## config.mk

```make
export PLATFORM = sky130hd
export DESIGN_NAME = pipeline_ctrl
export DESIGN_NICKNAME = d
export VERILOG_FILES = /design/src/rtl/pipeline_pkg.sv /design/src/rtl/load_use_detect.sv /design/src/rtl/pipeline_ctrl.sv
export SDC_FILE = /design/constraint.sdc
export NUM_CORES = 1
export LEC_CHECK = 0
export CORE_AREA = 2 2 47 49
export DETAILED_ROUTE_END_ITERATION = 8
export DIE_AREA = 0 0 49 51
export PLACE_DENSITY_LB_ADDON = 0.15
export SYNTH_ARGS = -nofsm -noshare
export SYNTH_HDL_FRONTEND = slang
export SYNTH_SLANG_ARGS = --single-unit
```

## constraint.sdc

```tcl
create_clock -name clk -period 2.55 [get_ports clk]
set_input_delay 0.6375 -clock clk [delete_from_list [all_inputs] [get_ports clk]]
set_output_delay 0.6375 -clock clk [all_outputs]
set_load 0.02 [all_outputs]
```

## src/rtl/pipeline_pkg.sv

```systemverilog
// Shared types for the five-stage pipeline hazard/sequencing controller.
package pipeline_pkg;
  localparam int REG_W = 5;

  typedef enum logic [1:0] {
    HOLD     = 2'd0,
    RUN      = 2'd1,
    MEM_WAIT = 2'd2,
    ERROR    = 2'd3
  } state_t;
endpackage

```

## src/rtl/load_use_detect.sv

```systemverilog
// Combinational load-use comparator: does the load in EX feed a source of ID?
module load_use_detect
  import pipeline_pkg::*;
(
  input  logic [REG_W-1:0] rs_id,
  input  logic [REG_W-1:0] rt_id,
  input  logic             uses_rs,
  input  logic             uses_rt,
  input  logic             mem_read_ex,
  input  logic [REG_W-1:0] rt_ex,
  output logic             lu
);
  // Register 0 is hardwired, so a load targeting it never creates a hazard.
  assign lu = mem_read_ex && (rt_ex != '0) &&
              ((uses_rs && (rs_id == rt_ex)) || (uses_rt && (rt_id == rt_ex)));
endmodule

```

## src/rtl/pipeline_ctrl.sv

```systemverilog
// Pipeline hazard controller: reset hold, load-use stall, EX redirect, memory freeze + watchdog.
// Optional statistics counters are built when HAZARD_CTRL_STATS_EN is defined.
module pipeline_ctrl
  import pipeline_pkg::*;
#(
  parameter int HOLD_CYCLES = 2,
  parameter int MEM_TIMEOUT = 16
) (
  input  logic             clk,
  input  logic             rst_n,
  input  logic [REG_W-1:0] rs_ID,
  input  logic [REG_W-1:0] rt_ID,
  input  logic             uses_rs_ID,
  input  logic             uses_rt_ID,
  input  logic             MemRead_EX,
  input  logic [REG_W-1:0] rt_EX,
  input  logic             branch_taken_EX,
  input  logic             Jump_EX,
  input  logic             mem_req_MEM,
  input  logic             mem_ready,
  output logic             pc_en,
  output logic             if_id_en,
  output logic             pipe_en,
  output logic             if_id_flush,
  output logic             id_ex_flush,
  output logic             mem_err,
  output logic [1:0]       state
`ifdef HAZARD_CTRL_STATS_EN
  ,
  output logic [15:0]      stall_cnt,
  output logic [15:0]      flush_cnt,
  output logic [15:0]      freeze_cnt
`endif
);
  localparam int HW = $clog2(HOLD_CYCLES + 1);
  localparam int WW = $clog2(MEM_TIMEOUT + 1);
  localparam logic [HW-1:0] HOLD_LAST = HW'(HOLD_CYCLES - 1);
  localparam logic [WW-1:0] WAIT_LAST = WW'(MEM_TIMEOUT - 1);

  state_t        state_reg;
  logic [HW-1:0] hold_cnt_reg;
  logic [WW-1:0] wait_cnt_reg;
  logic          lu;
  logic          redirect;
  logic          freeze;
  logic          frozen;

  load_use_detect u_lu (
    .rs_id       (rs_ID),
    .rt_id       (rt_ID),
    .uses_rs     (uses_rs_ID),
    .uses_rt     (uses_rt_ID),
    .mem_read_ex (MemRead_EX),
    .rt_ex       (rt_EX),
    .lu          (lu)
  );

  assign freeze   = mem_req_MEM && !mem_ready;
  assign redirect = branch_taken_EX || Jump_EX;
  assign state    = state_reg;

  // While waiting, only mem_ready matters; a pending redirect or lu is re-evaluated on release.
  always_comb begin
    pc_en       = 1'b0;
    if_id_en    = 1'b0;
    pipe_en     = 1'b0;
    if_id_flush = 1'b0;
    id_ex_flush = 1'b0;
    mem_err     = 1'b0;
    frozen      = 1'b0;
    case (state_reg)
      HOLD: begin
        if_id_flush = 1'b1;
        id_ex_flush = 1'b1;
      end
      RUN, MEM_WAIT: begin
        if ((state_reg == MEM_WAIT) ? !mem_ready : freeze) begin
          frozen = 1'b1;
        end else if (redirect) begin
          pc_en       = 1'b1;
          if_id_en    = 1'b1;
          pipe_en     = 1'b1;
          if_id_flush = 1'b1;
          id_ex_flush = 1'b1;
        end else if (lu) begin
          pipe_en     = 1'b1;
          id_ex_flush = 1'b1;
        end else begin
          pc_en    = 1'b1;
          if_id_en = 1'b1;
          pipe_en  = 1'b1;
        end
      end
      ERROR: mem_err = 1'b1;
      default: ;
    endcase
  end

  always_ff @(posedge clk or negedge rst_n) begin
    if (!rst_n) begin
      state_reg    <= HOLD;
      hold_cnt_reg <= '0;
      wait_cnt_reg <= '0;
    end else begin
      case (state_reg)
        HOLD: begin
          if (hold_cnt_reg == HOLD_LAST) state_reg <= RUN;
          else hold_cnt_reg <= hold_cnt_reg + HW'(1);
        end
        RUN: begin
          if (frozen) begin
            state_reg    <= MEM_WAIT;
            wait_cnt_reg <= '0;
          end
        end
        MEM_WAIT: begin
          if (!frozen) state_reg <= RUN;
          else if (wait_cnt_reg == WAIT_LAST) state_reg <= ERROR;
          else wait_cnt_reg <= wait_cnt_reg + WW'(1);
        end
        default: ;
      endcase
    end
  end

`ifdef HAZARD_CTRL_STATS_EN
  logic       run_like;
  logic [2:0] stat_hit;

  // Each event is counted only when it is the condition that actually drives the controls.
  assign run_like = (state_reg == RUN) || (state_reg == MEM_WAIT);
  assign stat_hit = {frozen,
                     run_like && !frozen && redirect,
                     run_like && !frozen && !redirect && lu};

  for (genvar gi = 0; gi < 3; gi++) begin : g_stat
    logic [15:0] cnt_reg;
    always_ff @(posedge clk or negedge rst_n) begin
      if (!rst_n) cnt_reg <= '0;
      else if (stat_hit[gi] && (cnt_reg != 16'hFFFF)) cnt_reg <= cnt_reg + 16'd1;
    end
  end

  assign stall_cnt  = g_stat[0].cnt_reg;
  assign flush_cnt  = g_stat[1].cnt_reg;
  assign freeze_cnt = g_stat[2].cnt_reg;
`endif
endmodule

```

==> impl_metrics.csv, run 1 <==
group,metric,value,unit
synthesis,synth_compound_area_share,17.2,%
sta,post-route-period-util,97.4,%
synthesis,synth_nets,115,
sta,drv_slew,0,
critical_path,crit_slowest_cell,"o31a_1",
floorplan,ios,32,
critical_path,startpoint_type,"input port",
power_and_ir_drop,powerDensity,264,nW/µm²
critical_path,crit_fanout,2,
drt,drc_errors,0,
layout,seq_area,225,µm²
layout,fill_cells,197,
floorplan,fp.coreArea,2060,µm²
power_and_ir_drop,p_total,331,µW
sta,timing.final.ws_setup,0.0674,ns
clock_tree,clock_path_buffers,2,
power_and_ir_drop,switching_share,24.3,%
sta,hold_violations,0,
drt,drt_wl_total,1840,µm
sta,setup_tns,0,ns
grt,grt_pass1_wl,3240,µm
power_and_ir_drop,combPwrFrac,23.2,%
layout,largest_reg_flops,5,
synthesis,synth_fa_ha_area_share,13.0,%
floorplan,dieWidth,49,µm
synthesis,ys.flop_type,"dfrtp_1",
sta,rsz0062_at_grt,"no",
job,max-cap-violations,0,
drt,vias,750,
clock_tree,clock_latency,0.26,ns
sta,fmax,403,MHz
grt,overflow,0,
synthesis,async_flop_share,100,%
grt,antenna_found_initial,0,
critical_path,cp.arrival,1.85,ns
sta,final.setup_skew,0.00207,ns
clock_tree,cts-root-buf,"clkbuf_4",
synthesis,synthTopCellsByCount,"9 x dfrtp_1, 8 x ha_1, 8 x xor2_1",
synthesis,synthSimpleGateAreaFrac,19.6,%
sta,setup_violations,0,
status,outcome,"finished, final reports clean",
synthesis,synth_largest_area_cell,"dfrtp_1",
synthesis,synth_edf_count,0,
synthesis,synth_top_family_by_area,"simple AND/OR/NAND/NOR gates",
drt,dr.pass1.iters,3,
sta,post-route-min-period,2.48,ns
drt,antenna_left,0,
critical_path,critPathCaptureType,"primary output",
grt,grt_pass1_vias,814,
synthesis,synth.area.mux_share,2.60,%
grt,grt_usage,16.6,%
clock_tree,hold_buffers,0,
power_and_ir_drop,p_int,251,µW
synthesis,synth_area_leaders,"dfrtp_1 29%, ha_1 13%, xor2_1 9.1%, o21ai_1 3.9%, xnor2_1 3.4%",
power_and_ir_drop,power.switching,80.3,µW
clock_tree,cts_tree,"done",
clock_tree,clkSinkCount,9,
layout,fin_nets,163,
drt,first_iter_violations,4,
grt,grt_max_degree,10,
synthesis,ys_seq_elements,9,
sta,worst_slew_pin_slew,0.406,ns
synthesis,synth.top_cell.area_share,29.2,%
critical_path,path_buf_inv,2,
place,routabilityCongestion,0.828,
drt,via_per_inst,4.75,
clock_tree,htree_levels,1,
place,hpwl,1490,µm
synthesis,synthCells,83,
floorplan,dieArea,2500,µm²
critical_path,cpMostUsedCell,"buf_6",
critical_path,cp_slowest_stage_delay,0.34,ns
layout,syn2layout_area_growth,62.5,%
place,pre_cts_slack,-0.706,ns
synthesis,syn_area_per_cell,9.29,µm²
critical_path,path_cells,"buf_6 > xor2_2 > nor4_2 > a32oi_2 > o31a_1 > buf_6",
synthesis,yosysUniqueCellTypes,34,
synthesis,yosys.area_share.xor_xnor,12.5,%
synthesis,syn_area,771,µm²
power_and_ir_drop,power.clock.fraction,32.3,%
hold_path,min_path_type,"flop to flop",
power_and_ir_drop,power_leakage,0.566,nW
sta,whs,0.483,ns
floorplan,fp.dieH,51,µm
synthesis,yosysSeqAreaShare,29.2,%
drt,routedWlPerCell,11.7,µm
floorplan,rows,17,
sta,slew_headroom,72.8,%
synthesis,ys_warn_count,0,
power_and_ir_drop,peakVddDrop,0.000331,V
layout,multi_input_area,558,µm²
critical_path,worstSetupPathType,"input port to primary output",
clock_tree,cts.clk_slew.worst_paths,0.06,ns
place,port_buffers,31,
clock_tree,cts_buffers,3,
synthesis,synth.most_common_cell,"dfrtp_1",
layout,drive_gt1_share,30.8,%
critical_path,crit_family,"compound AO/OA/AOI/OAI gates",
layout,diodes,0,
power_and_ir_drop,p_seq_share,44.5,%
floorplan,start_util,37.4,%
critical_path,crit_required,1.91,ns
[stage by stage]
step / utilization [%] / area, µm² / instances
2_1_floorplan: - / 771 / 83
3_5_place_dp: 57.9 / 1190 / 153
3_3_place_gp: 57.9 / 1190 / 153
4_1_cts: 59.9 / 1230 / 158
6_report: 60.7 / 1250 / 158
5_1_grt: 60.7 / 1250 / 158
[metal layers]
| layer | share of wire [%] | GRT usage, % | wire [µm] |
|---|---|---|---|
| met1 | 40 | 18.6 | 733 |
| met2 | 56 | 32.0 | 1030 |
| met3 | 4.1 | 4.39 | 76 |
| met4 | 0 | 2.86 | 0 |
| met5 | 0 | 0 | 0 |
[worst reg2reg max path: stages (launching register included)]
cell and delay (ns):
dfrtp_1 0.41, ha_1 0.24, and3_1 0.19, ha_1 0.19, o31a_1 0.34, or2_4 0.28
o311ai_2 0.24
[kinds of logic after synthesis]
| family | Yosys count |
|---|---|
| AOI/OAI and AO/OA | 20 |
| DFF | 9 |
| and+or+nand+nor | 24 |
| xor gates and xnor gates | 11 |
| adders and majority gates | 8 |
| muxes | 2 |
| buffers and inverters | 9 |
[power groups by stage]
stage / clock (mW) / sequential (mW) / combinational [mW]
2_1_floorplan: 0 / 0.149 / 0.0218
3_3_place_gp: 0 / 0.149 / 0.0730
3_5_place_dp: 0 / 0.149 / 0.0743
4_1_cts: 0.113 / 0.147 / 0.0719
5_1_grt: 0.122 / 0.147 / 0.0846
6_report: 0.107 / 0.147 / 0.0766
[final cells by class]
class | count | share of cell area, %
flip-flops and latches | 9 | 18.0
multi-input cells | 65 | 44.6
inverters | 7 | 2.10
clock buffers | 4 | 2.10
repair buffers | 45 | 30.5
well taps | 28 | 2.80
[layout by cell type, fill, tap and decap left out, types with 2 or more instances in the layout]
master	synthesis	layout
o21ai_1	6	5
or2b_1	2	2
xor2_1	8	6
nand2_1	3	3
xor2_2	0	2
mux2i_1	2	2
dfrtp_1	9	9
clkdlybuf4s15_1	0	3
nand4b_1	2	2
buf_2	0	3
nor4_2	0	2
o21ai_0	5	5
clkbuf_2	0	3
clkbuf_4	0	3
buf_4	1	15
nand3b_1	2	2
nand3_1	2	2
ha_1	8	8
inv_1	6	6
o31a_1	2	2
nor2b_1	2	2
xnor2_1	3	2
nand2b_1	2	2
dlygate4sd2_1	0	7
buf_6	1	4
clkdlybuf4s50_1	0	9
[repair_timing]
action / 4_1_cts / 5_1_grt
cloned: 0 / 0
setup buffers: 1 / 0
pin swaps: 11 / 5
gates resized for setup: 54 / 18
endpoints found under the setup margin: 5 / 4
[final timing paths]
| path | endpoint | slack [ns] | startpoint | depth (start not counted) |
|---|---|---|---|---|
| max | pc_en | 0.07 | rs_ID[1] | 6 |
| min | hold_cnt_reg[0]$_DFFE_PN0P_ | 0.48 | hold_cnt_reg[0]$_DFFE_PN0P_ | 1 |
| max reg2reg | wait_cnt_reg[3]$_DFFE_PN0P_ | 0.56 | wait_cnt_reg[0]$_DFFE_PN0P_ | 6 |
| min reg2reg | hold_cnt_reg[0]$_DFFE_PN0P_ | 0.48 | hold_cnt_reg[0]$_DFFE_PN0P_ | 1 |
| max in group asynchronous | wait_cnt_reg[3]$_DFFE_PN0P_ | 1.59 | rst_n | 1 |
| min in group asynchronous | wait_cnt_reg[2]$_DFFE_PN0P_ | 0.68 | rst_n | 1 |
Note: power is estimated with default switching activity, not from simulation.
==> run 2: changes to the inputs <==
--- a/config.mk
+++ b/config.mk
@@ -5,9 +5,10 @@
 export SDC_FILE = /design/constraint.sdc
 export NUM_CORES = 1
 export LEC_CHECK = 0
-export CORE_AREA = 2 2 47 49
+export ABC_AREA = 1
+export CORE_AREA = 2 2 49 51
 export DETAILED_ROUTE_END_ITERATION = 8
-export DIE_AREA = 0 0 49 51
+export DIE_AREA = 0 0 51 53
 export PLACE_DENSITY_LB_ADDON = 0.15
 export SYNTH_ARGS = -nofsm -noshare
 export SYNTH_HDL_FRONTEND = slang
==> run 2 against run 1 <==
Largest power group is now combinational logic. Critical path type unchanged. Critical endpoint is now id_ex_flush. Final cell count rose by 29%. Synthesized area up 8.1%. Power increased to 2.9 times the previous value. Sequential share of layout area fell by 0.30 points. Synthesized cell count grew 63%. Critical path depth rose by 4. Flip-flop and latch count did not move. Combinational power rose to 8.6 times the previous value. Global-route usage fell by 0.62 points. Register-to-register slack better by 0.47 ns. Die area increased by 8.2%.
==> impl_metrics.csv, run 2 <==
group,metric,value,unit
critical_path,reg2regPathDepth,11,
place,hpwl,1580,µm
synthesis,synth_largest_area_cell,"dfrtp_1",
grt,grt_pass1_wl,3270,µm
place,pre_cts_slack,-0.478,ns
sta,setup_violations,0,
drt,antenna_left,0,
power_and_ir_drop,powerDensity,747,nW/µm²
floorplan,dieWidth,51,µm
job,max-cap-violations,0,
synthesis,ys.flop_type,"dfrtp_1",
synthesis,yosysUniqueCellTypes,20,
grt,grt_pass1_vias,838,
power_and_ir_drop,power_leakage,0.777,nW
grt,grt_usage,16.0,%
sta,worst_slew_pin_slew,0.410,ns
critical_path,worstSetupPathType,"input port to primary output",
floorplan,start_util,38.8,%
synthesis,syn_area,833,µm²
synthesis,synth_edf_count,0,
floorplan,fp.coreArea,2150,µm²
critical_path,setup.worst_path.end,"id_ex_flush",
clock_tree,clock_path_buffers,2,
clock_tree,postCtsSetupBuffers,0,
layout,largest_reg_flops,5,
synthesis,synth_area_leaders,"dfrtp_1 27%, nand2_1 21%, inv_1 14%, ha_1 12%, nor2_1 5.9%",
place,routabilityCongestion,0.774,
layout,drive_gt1_share,15.3,%
grt,antenna_found_initial,0,
critical_path,crit_fanout,3,
clock_tree,cts_tree,"done",
drt,dr.pass1.iters,4,
hold_path,min_path_type,"flop to flop",
clock_tree,cts.clk_slew.worst_paths,0.06,ns
synthesis,synthTopCellsByCount,"47 x nand2_1, 31 x inv_1, 13 x nor2_1",
grt,grt_max_degree,10,
clock_tree,cts-root-buf,"clkbuf_4",
floorplan,fp.dieH,53,µm
critical_path,startpoint,"mem_ready",
sta,rsz0062_at_grt,"yes",
synthesis,syn_area_per_cell,6.17,µm²
sta,drv_slew,0,
sta,final.setup_skew,0.00509,ns
floorplan,ios,32,
critical_path,critPathCaptureType,"primary output",
critical_path,ff2ff_setup_slack,1.03,ns
layout,diodes,0,
drt,drt_wl_total,1840,µm
drt,first_iter_violations,12,
critical_path,reg2reg_to,"wait_cnt_reg[0]$_DFFE_PN0P_",
critical_path,cp.arrival,1.83,ns
synthesis,synth.most_common_cell,"nand2_1",
sta,slew_headroom,72.6,%
clock_tree,cts_buffers,3,
layout,final_common_cell,"nand2_1",
layout,fin_nets,209,
synthesis,yosysSeqAreaShare,27.0,%
power_and_ir_drop,peakVddDrop,0.000550,V
drt,via_per_inst,4.33,
drt,drc_errors,0,
synthesis,ys_seq_elements,9,
status,outcome,"finished, final reports clean",
sta,fmax,405,MHz
synthesis,async_flop_share,100,%
layout,design_area,1270,µm²
drt,vias,884,
layout,syn2layout_area_growth,52.9,%
power_and_ir_drop,p_total,951,µW
clock_tree,htree_levels,1,
clock_tree,clkSinkCount,9,
synthesis,ys_warn_count,0,
critical_path,startpoint_type,"input port",
synthesis,synthCells,135,
sta,timing.final.ws_setup,0.0831,ns
critical_path,rr_startpoint,"wait_cnt_reg[0]$_DFFE_PN0P_",
floorplan,rows,17,
layout,fin_cells,204,
place,dpl_cell_area,1220,µm²
sta,post-route-min-period,2.47,ns
drt,routedWlPerCell,9.02,µm
critical_path,crit_required,1.91,ns
clock_tree,clock_latency,0.26,ns
floorplan,dieArea,2700,µm²
grt,overflow,0,
hold_path,hold_start,"hold_cnt_reg[0]$_DFFE_PN0P_",
synthesis,synth_nets,167,
place,dp_cells,200,
layout,fill_cells,214,
sta,hold_violations,0,
sta,post-route-period-util,96.7,%
place,port_buffers,31,
layout,layout_common_cells,"43 x nand2_1, 28 x inv_1, 13 x nor2_1, 13 x clkdlybuf4s50_1, 10 x dlymetal6s2s_1",
synthesis,synth.top_cell.area_share,27.0,%
## run 2: worst min path at each step
stage,to,slack (ns),depth (start not counted)
global route,hold_cnt_reg[1]$_DFFE_PN0P_,0.51,2
finish,hold_cnt_reg[0]$_DFFE_PN0P_,0.49,1
CTS,hold_cnt_reg[1]$_DFFE_PN0P_,0.49,2
floorplan,hold_cnt_reg[0]$_DFFE_PN0P_,0.34,0
global placement,hold_cnt_reg[1]$_DFFE_PN0P_,0.47,2
detailed placement,hold_cnt_reg[1]$_DFFE_PN0P_,0.48,2
## run 2: layout make-up
cell class | count | area (µm²) | share of cell area (%)
tap | 28 | 35.0 | 2.75
sequential | 9 | 225 | 17.7
clock buffer | 4 | 26.3 | 2.06
inverter | 32 | 121 | 9.53
multi-input combinational | 93 | 489 | 38.4
timing repair buffer | 38 | 377 | 29.6
## run 2: layer usage
| layer | GRT usage, % | vias to the layer above | share of wire, % |
|---|---|---|---|
| met5 | 0 | - | 0 |
| met1 | 18.1 | 364 | 43 |
| li1 | - | 484 | - |
| met3 | 1.41 | 5 | 7.1 |
| met4 | 8.11 | 0 | 1.8 |
| met2 | 29.9 | 31 | 48 |
## run 2: kinds of logic (layout without fill, tap and decap cells)
| logic type | Yosys count | count (layout) | share of synthesized area, % |
|---|---|---|---|
| flip-flops | 9 | 9 | 27.0 |
| AO/OA/AOI/OAI | 11 | 11 | 7.06 |
| XOR/XNOR | 2 | 2 | 2.10 |
| AND/OR/NAND/NOR | 71 | 71 | 35.1 |
| buffers and inverters | 33 | 74 | 15.5 |
| multiplexers | 1 | 1 | 1.20 |
| adder cells (fa/ha/maj) | 8 | 8 | 12.0 |
## run 2: what timing repair did
item / in CTS / in global routing
pin swaps: 1 / 3
gates resized for setup: 24 / 24
hold buffers: 0 / 0
endpoints found under the setup margin: 5 / 5
## run 2: worst max-delay path, stage by stage
cell and delay [ns]:
clkdlybuf4s50_1 0.46, inv_1 0.05, nand2_2 0.07, nand2_2 0.06, inv_1 0.06, nand2_2 0.06, o21ai_1 0.11, inv_1 0.06
o21ai_1 0.11, buf_4 0.15
## run 2: where the power goes
group	total (mW)	switching (mW)	internal [mW]
Sequential	0.188	0.0200	0.168
Combinational	0.656	0.366	0.290
Clock	0.108	0.0478	0.0602
## run 2: stage by stage
stage               util [%]  hold slack (ns)  setup TNS, ns
floorplan                  -            0.342              0
global placement        57.0            0.469          -1.86
detailed placement      57.0            0.478          -1.97
CTS                     57.1            0.492              0
global route            59.3            0.512        -0.0996
finish                  59.3            0.487              0
==> run 3: changes to the inputs <==
--- a/config.mk
+++ b/config.mk
@@ -10,6 +10,7 @@
 export DETAILED_ROUTE_END_ITERATION = 8
 export DIE_AREA = 0 0 51 53
 export PLACE_DENSITY_LB_ADDON = 0.15
+export SETUP_SLACK_MARGIN = 0.2
 export SYNTH_ARGS = -nofsm -noshare
 export SYNTH_HDL_FRONTEND = slang
 export SYNTH_SLANG_ARGS = --single-unit
==> constraint.sdc (replaced) <==
create_clock -name clk -period 2.93 [get_ports clk]
set_input_delay 0.7325 -clock clk [delete_from_list [all_inputs] [get_ports clk]]
set_output_delay 0.7325 -clock clk [all_outputs]
set_load 0.02 [all_outputs]
==> run 3 against run 2 <==
Sequential share of layout area about the same. Register-to-register slack better by 0.34 ns. Count of clock-buffer cells in the layout unchanged. Utilization down 0.12 points. Critical path depth unchanged. Combinational power down 14%. Clock skew down 0.0014 ns. Final area down 0.20%. Power down 13%. Final cell count down 0.98%.
==> impl_metrics.csv, run 3 (synthesized netlist as in run 2, its figures left out) <==
group,metric,value,unit
hold_path,hold_start,"hold_cnt_reg[1]$_DFFE_PN0P_",
critical_path,worstSetupPathType,"input port to primary output",
layout,largest_reg_flops,5,
layout,diodes,0,
grt,grtUsageMet3,2.26,%
floorplan,fp.dieH,53,µm
power_and_ir_drop,power_leakage,0.761,nW
layout,final_common_cell,"nand2_1",
sta,drv_slew,0,
clock_tree,hold_buffers,0,
drt,dr.pass1.iters,4,
status,outcome,"finished, final reports clean",
critical_path,crit_family,"buffers and inverters",
grt,grt_usage,17.2,%
sta,timing.final.ws_setup,0.234,ns
clock_tree,clock_latency,0.26,ns
place,hpwl,1610,µm
clock_tree,cts_buffers,3,
sta,setup_violations,0,
clock_tree,postCtsSetupBuffers,0,
layout,drive_gt1_share,17.2,%
clock_tree,cts_tree,"done",
sta,rsz0062_at_grt,"yes",
critical_path,cpMostUsedCell,"inv_1",
sta,hold_violations,0,
power_and_ir_drop,powerDensity,648,nW/µm²
critical_path,startpoint_type,"input port",
layout,fin_nets,207,
layout,syn2layout_area_growth,52.6,%
clock_tree,clock_path_buffers,2,
job,max-cap-violations,0,
layout,layout_common_cells,"42 x nand2_1, 28 x inv_1, 12 x clkdlybuf4s50_1",
place,port_buffers,31,
critical_path,cp.arrival,1.96,ns
critical_path,crit_required,2.20,ns
critical_path,crit_fanout,3,
critical_path,ff2ff_setup_slack,1.37,ns
drt,vias,914,
drt,drt_wl_total,1920,µm
critical_path,path_cells,"clkdlybuf4s50_1 > inv_1 > nand2_1 > nand2_2 > inv_1 > nand2_2 > o21ai_1 > inv_1 > o21ai_1 > buf_4",
sta,post-route-period-util,92.0,%
critical_path,path_buf_inv,5,
clock_tree,cts.clk_slew.worst_paths,0.06,ns
floorplan,dieArea,2700,µm²
sta,post-route-min-period,2.70,ns
sta,final.setup_skew,0.00366,ns
clock_tree,cts-root-buf,"clkbuf_4",
grt,top_usage_layer,"met2",
floorplan,start_util,38.8,%
power_and_ir_drop,peakVddDrop,0.000460,V
drt,drc_errors,0,
place,dp_cells,198,
hold_path,min_path_type,"flop to flop",
critical_path,critPathCaptureType,"primary output",
drt,first_iter_violations,9,
place,dpl_cell_area,1210,µm²
grt,met1_usage,18.3,%
layout,fin_cells,202,
floorplan,ios,32,
critical_path,cp_slowest_stage_delay,0.46,ns
sta,fmax,371,MHz
grt,overflow,0,
grt,grt_pass1_wl,3530,µm
place,pre_cts_slack,-0.309,ns
critical_path,startpoint,"mem_ready",
sta,slew_headroom,72.7,%
grt,grt_max_degree,10,
critical_path,crit_slowest_cell,"clkdlybuf4s50_1",
floorplan,fp.coreArea,2150,µm²
drt,routedWlPerCell,9.49,µm
layout,design_area,1270,µm²
sta,worst_slew_pin_slew,0.408,ns
clock_tree,clkSinkCount,9,
floorplan,rows,17,
drt,antenna_left,0,
place,routabilityCongestion,0.749,
grt,use_met2,33.3,%
critical_path,rr_startpoint,"state[0]$_DFFE_PN0P_",
drt,via_per_inst,4.52,
grt,grt_pass1_vias,922,
clock_tree,htree_levels,1,
grt,antenna_found_initial,0,
floorplan,dieWidth,51,µm
-- run 3: changes by cell type in the layout (fill, tap and decap cells not counted), sizes merged --
cell / delta
clkbuf: -1
dlymetal6s2s: -1
dlygate4sd2: +2
clkdlybuf4s50: -1
buf: -1
-- run 3: routing by layer --
| metal | up-vias | wire length [µm] |
|---|---|---|
| met5 | - | 0 |
| met1 | 403 | 805 |
| li1 | 483 | - |
| met2 | 23 | 975 |
| met4 | 0 | 31 |
| met3 | 5 | 104 |
-- run 3: worst paths after layout --
| path | endpoint | cells after the start |
|---|---|---|
| max | id_ex_flush | 10 |
| min | hold_cnt_reg[1]$_DFFE_PN0P_ | 2 |
| max reg2reg | wait_cnt_reg[0]$_DFFE_PN0P_ | 11 |
| min reg2reg | hold_cnt_reg[1]$_DFFE_PN0P_ | 2 |
| max in group asynchronous | hold_cnt_reg[0]$_DFFE_PN0P_ | 1 |
| min in group asynchronous | wait_cnt_reg[1]$_DFFE_PN0P_ | 1 |
-- run 3: what timing repair did --
item,CTS,global route
endpoints found under the setup margin,5,5
pin swaps,1,8
gates resized for setup,26,29
-- run 3: metrics by stage --
stage               util [%]  setup TNS, ns  hold slack, ns  total power, mW
finish                  59.2              0           0.481            0.824
global route            59.2              0           0.509            0.901
detailed placement      56.3          -1.10           0.473            0.728
CTS                     56.3              0           0.488            0.784
global placement        56.3         -0.936           0.471            0.722
floorplan                  -              0           0.437            0.497
-- run 3: power breakdown --
| part | internal, mW | leakage, nW | switching, mW | total, mW |
|---|---|---|---|---|
| clock | 0.0525 | 0.0150 | 0.0430 | 0.0955 |
| sequential | 0.146 | 0.117 | 0.0178 | 0.164 |
| combinational | 0.244 | 0.629 | 0.320 | 0.565 |
-- run 3: cell type report --
type | instances | area (µm²)
clock buffer | 4 | 26.3
timing repair buffer | 36 | 357
fill | 213 | 877
multi-input combinational | 93 | 507
tap | 28 | 35.0
sequential | 9 | 225
inverter | 32 | 121
-- run 3: tightest hold or removal path, cell delays in order (launching register included) --
cell and delay [ns]:
dfrtp_1 0.34, nand2_1 0.05, o21ai_0 0.06
